--- config.mk ---
export PLATFORM = sky130hd
export DESIGN_NAME = fredkin_descrambler
export DESIGN_NICKNAME = d
export VERILOG_FILES = /design/src/rtl/fredkin_pkg.sv /design/src/rtl/fredkin_swap_stage.sv /design/src/rtl/fredkin_descrambler.sv
export SDC_FILE = /design/constraint.sdc
export NUM_CORES = 1
export LEC_CHECK = 0
export ABC_AREA = 0
export CAP_MARGIN = 30
export CORE_AREA = 2 2 64 66
export CTS_CLUSTER_DIAMETER = 40
export DETAILED_ROUTE_END_ITERATION = 12
export DIE_AREA = 0 0 66 68
export PLACE_DENSITY = 0.71
export SLEW_MARGIN = 20
export SYNTH_ARGS = -nofsm -noshare
export SYNTH_HDL_FRONTEND = slang
export SYNTH_SLANG_ARGS = --single-unit
export TNS_END_PERCENT = 50
--- constraint.sdc ---
create_clock -name clk -period 3.15 [get_ports clk]
set_input_delay 0.63 -clock clk [delete_from_list [all_inputs] [get_ports clk]]
set_output_delay 0.63 -clock clk [all_outputs]
set_load 0.05 [all_outputs]
--- src/rtl/fredkin_pkg.sv ---
// rtl/fredkin_pkg.sv - shared FSM encoding and Fredkin pairing helpers
package fredkin_pkg;

    typedef enum logic [1:0] {
        ST_IDLE = 2'd0,
        ST_RUN  = 2'd1,
        ST_DONE = 2'd2
    } state_t;

    // Lower bit index of gate k: even stages pair (2k,2k+1), odd stages (2k+1,2k+2)
    function automatic int pair_lo(input logic odd, input int k);
        return odd ? (2 * k + 1) : (2 * k);
    endfunction

    // Upper bit index of gate k; the last odd-stage gate wraps around to bit 0
    function automatic int pair_hi(input logic odd, input int k, input int width);
        if (!odd)
            return 2 * k + 1;
        else if (k == width / 2 - 1)
            return 0;
        else
            return 2 * k + 2;
    endfunction

    // Stage counter width, never narrower than one bit
    function automatic int cnt_width(input int stages);
        return (stages > 1) ? $clog2(stages) : 1;
    endfunction

endpackage

--- src/rtl/fredkin_swap_stage.sv ---
// rtl/fredkin_swap_stage.sv - one combinational layer of disjoint Fredkin gates
module fredkin_swap_stage
    import fredkin_pkg::*;
#(
    parameter int WIDTH = 8
) (
    input  logic [WIDTH-1:0]   d,
    input  logic [WIDTH/2-1:0] ctl,
    input  logic               odd,
    output logic [WIDTH-1:0]   q
);

    logic [WIDTH-1:0] q_even;
    logic [WIDTH-1:0] q_odd;

    // Both pairings are built; the stage parity picks one. Each layer covers
    // every bit exactly once, so each output bit has a single driver.
    for (genvar k = 0; k < WIDTH / 2; k++) begin : g_gate
        localparam int EL = pair_lo(1'b0, k);
        localparam int EH = pair_hi(1'b0, k, WIDTH);
        localparam int OL = pair_lo(1'b1, k);
        localparam int OH = pair_hi(1'b1, k, WIDTH);

        assign q_even[EL] = ctl[k] ? d[EH] : d[EL];
        assign q_even[EH] = ctl[k] ? d[EL] : d[EH];
        assign q_odd[OL]  = ctl[k] ? d[OH] : d[OL];
        assign q_odd[OH]  = ctl[k] ? d[OL] : d[OH];
    end

    assign q = odd ? q_odd : q_even;

endmodule

--- src/rtl/fredkin_descrambler.sv ---
// rtl/fredkin_descrambler.sv - iterative inverse Fredkin network, one stage per clock
module fredkin_descrambler
    import fredkin_pkg::*;
#(
    parameter int WIDTH  = 8,
    parameter int STAGES = 4
) (
    input  logic                          clk,
    input  logic                          rst,
    input  logic                          in_valid,
    output logic                          in_ready,
    input  logic [WIDTH-1:0]              in_data,
    input  logic [STAGES*(WIDTH/2)-1:0]   in_key,
    output logic                          out_valid,
    input  logic                          out_ready,
    output logic [WIDTH-1:0]              out_data,
    output logic                          busy
);

    localparam int HALF = WIDTH / 2;
    localparam int KW   = STAGES * HALF;
    localparam int CW   = cnt_width(STAGES);
    localparam logic [CW-1:0] CNT_LAST = CW'(STAGES - 1);

    state_t           state_q, state_d;
    logic [CW-1:0]    cnt_q, cnt_d;
    logic [WIDTH-1:0] data_q, data_d;
    logic [KW-1:0]    key_q, key_d;
    logic [HALF-1:0]  ctl;
    logic [WIDTH-1:0] stage_out;

    // Pick the key slice for the stage currently being undone
    always_comb begin
        ctl = '0;
        for (int s = 0; s < STAGES; s++) begin
            if (cnt_q == CW'(s))
                ctl = key_q[s*HALF +: HALF];
        end
    end

    fredkin_swap_stage #(
        .WIDTH (WIDTH)
    ) u_stage (
        .d   (data_q),
        .ctl (ctl),
        .odd (cnt_q[0]),
        .q   (stage_out)
    );

    // State and datapath registers with synchronous reset
    always_ff @(posedge clk) begin
        if (rst) begin
            state_q <= ST_IDLE;
            cnt_q   <= '0;
            data_q  <= '0;
            key_q   <= '0;
        end else begin
            state_q <= state_d;
            cnt_q   <= cnt_d;
            data_q  <= data_d;
            key_q   <= key_d;
        end
    end

    // Next state: latch in IDLE, count stages down in RUN, hold in DONE until taken
    always_comb begin
        state_d = state_q;
        cnt_d   = cnt_q;
        data_d  = data_q;
        key_d   = key_q;
        case (state_q)
            ST_IDLE: begin
                if (in_valid) begin
                    data_d  = in_data;
                    key_d   = in_key;
                    cnt_d   = CNT_LAST;
                    state_d = ST_RUN;
                end
            end
            ST_RUN: begin
                data_d = stage_out;
                if (cnt_q == '0)
                    state_d = ST_DONE;
                else
                    cnt_d = cnt_q - CW'(1);
            end
            ST_DONE: begin
                if (out_ready)
                    state_d = ST_IDLE;
            end
            default: begin
                state_d = ST_IDLE;
                cnt_d   = '0;
            end
        endcase
    end

    // Outputs decode purely from registered state, so inputs never reach outputs combinationally
    always_comb begin
        in_ready  = (state_q == ST_IDLE);
        out_valid = (state_q == ST_DONE);
        busy      = (state_q == ST_RUN) || (state_q == ST_DONE);
        out_data  = (state_q == ST_DONE) ? data_q : '0;
    end

endmodule

Yosys cells after proc, flatten, opt, wreduce, memory -nomap -nowiden
Index checks and enable logic that the tools add are counted.
W data, S select, Z words.

operators by class
  add/subtract/negate cells = 1
  eq/ne operators = 21
  reductions and logical operators = 15
  multiplexer cells = 27
  bitwise gates (word level) = 1

operator list
  cell                   count
  $mux W8                3
  $ne A3 B2 Y1 const B   8
  $reduce_and A3 Y1      6
  $mux W4                4
  $pmux W8 S2            1
  $reduce_and A4 Y1      4
  $mux W1                12
  $pmux W2 S3            2
  $mux W2                5
  $ne A2 B1 Y1 const B   5
  $eq A2 B2 Y1 const B   3
  $ne A2 B2 Y1 const B   3
  $eq A2 B1 Y1 const B   2
  $logic_not A2 Y1       2
  $reduce_and A2 Y1      1
  $reduce_bool A2 Y1     1
  $sub A2 B1 Y2 const B  1
  $logic_or A1 B1 Y1     1
  $not A1 Y1             1

word-level totals
  flip-flop bits (word level) = 28
  bits of input ports = 28

Depth between registers and ports, before layout
  word-level depth = 8
  depth in mapped cells = 7
  mapped depth without buffers = 7

Hierarchy
Synthesis repeated with hierarchy kept, for this count alone.

second synthesis, totals
  cells, all modules = 202
  area total of the unflattened synthesis = 1647.8 um^2

modules (own cells, without submodules)
  module               cells an instance  instances  area an instance (um^2)
  fredkin_descrambler  176                1          1436.4
  fredkin_swap_stage   26                 1          211.5

Worst setup path after synthesis
OpenSTA, ideal clock, no wires.

  path type = flip-flop to output port
  start = register state_q[0]
  end = output out_data[0]
  arrival time = 1.465 ns
  path buffers = 0
  cell stages (with the launch flop) = 4
  slack = 1.055 ns
  required time = 2.520 ns
  cell sequence = dfxtp_1 > inv_1 > ha_1 > and2_1

on the way
  cells in the longest elaborated chain, start to end = 2

RTL lines
  element                 RTL line                    RTL
  start, declared         fredkin_descrambler.sv:25   state_t state_q, state_d;
  start signal, assigned  fredkin_descrambler.sv:58   state_q <= state_d;
  $eq A2 B2 Y1            n/a
  net out_valid           fredkin_descrambler.sv:14   output logic out_valid,
  $mux W8                 fredkin_descrambler.sv:103  out_data = (state_q == ST_DONE) ? data_q : '0;
  end, declared           fredkin_descrambler.sv:16   output logic [WIDTH-1:0] out_data,

The timed path passes the listed nets, and every way through them passes these cells.

Worst setup path after layout
  start = register state_q[0]
  end = output out_data[2]

on the way
  cells in the longest elaborated chain, start to end = 2

RTL lines
  element       RTL line
  $eq A2 B2 Y1  fredkin_descrambler.sv:103
  $mux W8       fredkin_descrambler.sv:103

No other way between the ends.

==> impl_metrics.ini <==
[setup_path]
endpoint_kind = primary output
critical_path_arrival_ns = 2.03
critical_path.startpoint = state_q[0]
r2r-start = state_q[1]
critical_path_required_ns = 2.52
critPathMaxFanout = 11
startpoint_type = flip-flop
path_class = flip-flop to primary output
worst-r2r-cell-count = 6

[route]
dr.pass1.iters = 4
drt_iter0_markers = 90
drc = 0
vias_per_cell = 5.06
wl_per_cell_um = 12.0
drt-total-wl_um = 3520
via_count = 1482
detail-route-antenna-nets = 0

[final_layout]
antenna_cells = 0
nFillCells = 370
area_growth_pct = 28.2
final_layout_size_suffix_gt1_share_pct = 3.29
instances_no_fill = 293
fin_nets = 280

[clock_network]
cts_buffers = 3
cts_sinks = 28
clock_latency_ns = 0.28
clk_pin_slew_ns = 0.09
htreeDepth = 1
cts_setup_buffers = 0
cts_tree = yes
ctsResizeCount = 0
cts_root_buffer = clkbuf_8
cts_buffer_depth = 2
postCtsHoldBufs = 0

[yosys]
synth_top_family_by_area = simple AND/OR/NAND/NOR gates
synthAdderAreaFrac_pct = 5.36
synth_compound_area_share_pct = 23.2
synth_nets = 244
seq_area_frac_synth_pct = 34.3
yosys.area_share.simple_pct = 24.4
synth_top_area_share_pct = 34.3
synth_top_area_cell = dfxtp_1
post_synth_mux_area_share_pct = 8.88
ys_warn_count = 0
syn_area_mm2 = 0.00164
synthXorXnorAreaFrac_pct = 0
yosys-top-cells-area = dfxtp_1, a21oi_1, nand2_1
ys_ff_latch = 28
avgSynthCellArea_um2 = 7.82
ys_types = 24
synth_cells = 209

[global_routing]
antenna_found_initial = 0
grt_util_all_layers_pct = 17.7
overflow = 0
grt_pass1_vias = 1335
grt_pass1_wl_um = 6150
grt_max_degree = 20

[placement]
dp_hpwl_um = 2620
placed_cells = 290
io_buffers = 38
place.gp.congestion = 0.841
pre_cts_ws_ns = 0.788

[power_and_ir_drop]
internal-power_mw = 0.965
power_density_mw_per_mm2 = 836
clock_power_share_pct = 11.1
combPwrFrac_pct = 58.3
p_seq_share_pct = 30.7
peakVddDrop_mv = 0.361
sw_frac_of_total_pct = 45.0
p_sw_mw = 0.789
power.static_leakage_nw = 0.792

[die]
dieArea_mm2 = 0.00449
die_y_um = 68
fp.coreArea_mm2 = 0.00386
die_w_um = 66
start_util_pct = 42.4
rows = 23
io_pins = 39

[timing]
layout_setup_ws_ns = 0.489
final_max_slew_viol_count = 0
period_share_pct = 84.5
finalSetupViolations = 0
setup_tns_ns = 0
skew_ns = 0.00501
max_freq_mhz = 376
slew_headroom_pct = 54.7
grt_setup_unrepaired = false
finalCriticalPeriod_ns = 2.66
finalHoldViolCount = 0
worst_pin_slew_ns = 0.677

[job]
maxCapViolCount = 0

[run_status]
outcome = finished clean

[hold_path]
hold_class = flip-flop to flip-flop
min-delay-start = key_q[12]
hold-path-cell-count = 2
sequential cells by signal (all words and copies together) (netlist names):
signal / cells
state_q: 2
data_q: 8
cnt_q: 2
key_q: 16
worst max-delay path, cell delays in order, from the launching register on:
cell	delay, ns
dfxtp_1	0.33
inv_1	0.08
ha_1	0.36
and2_1	0.18
clkdlybuf4s50_1	0.80
layout make-up:
class	count	area, um^2	share of cell area, %
multi-input combinational	165	1010	48.2
inverter	7	26.3	1.25
tap	50	62.6	2.98
timing repair buffer	40	395	18.9
clock buffer	3	41.3	1.97
sequential	28	561	26.7
synthesized netlist by cell type (all sizes together):
master  number
a211oi       5
a21boi       2
a21oi       37
a221oi       4
and2        13
buf          3
clkbuf       6
dfxtp       28
ha           7
inv          7
mux2         1
mux2i       13
nand2       35
nand2b       1
nand3b       4
nor2        13
nor2b        9
nor3         6
o21ai        6
o31ai        4
o41ai        4
or2b         1
final timing paths:
| kind | end | slack (ns) |
|---|---|---|
| worst min register to register | key_q[12] | 0.45 |
| worst min-delay path | key_q[12] | 0.45 |
| worst max-delay path | out_data[2] | 0.49 |
| worst max register to register | data_q[7] | 0.97 |
cells by family after synthesis:
| group | after synthesis |
|---|---|
| muxes | 14 |
| buffers and inverters | 16 |
| DFF | 28 |
| adders and majority gates | 7 |
| AOI/OAI and AO/OA | 62 |
| and+or+nand+nor | 82 |
cell usage in the layout, fill, tap and decap left out, drive strengths merged:
cell / n
nand3b: 4
nand2: 35
mux2: 1
o31ai: 4
buf: 2
clkbuf: 3
a21oi: 37
o21ai: 6
o41ai: 4
nand2b: 1
dfxtp: 28
mux2i: 13
nor2b: 9
clkdlybuf4s50: 38
inv: 7
a221oi: 4
or2b: 1
a211oi: 5
nor2: 13
ha: 7
and2: 13
nor3: 6
a21boi: 2
power groups by stage:
stage	clock [mW]	sequential (mW)	combinational, mW
finish	0.195	0.538	1.02
global route	0.210	0.557	1.15
CTS	0.203	0.539	1.02
detailed placement	0	0.546	1.02
global placement	0	0.547	1.01
floorplan	0	0.522	0.810
routing by layer:
layer / global-route usage [%] / up-vias / part of all wire [%]
met5: 0 / - / 0
met4: 6.89 / 0 / 1.5
met3: 1.97 / 5 / 3.7
met2: 28.4 / 40 / 44
met1: 24.5 / 639 / 51
li1: - / 798 / -
per-stage QoR:
step	util, %	hold WS, ns	cell area [um^2]	power [mW]
floorplan	-	0.432	1640	1.33
global placement	53.3	0.443	2060	1.55
detailed placement	53.3	0.446	2060	1.56
CTS	54.4	0.459	2100	1.77
global route	54.4	0.472	2100	1.91
finish	54.4	0.455	2100	1.75
Note: power is estimated with default switching activity, not from simulation.
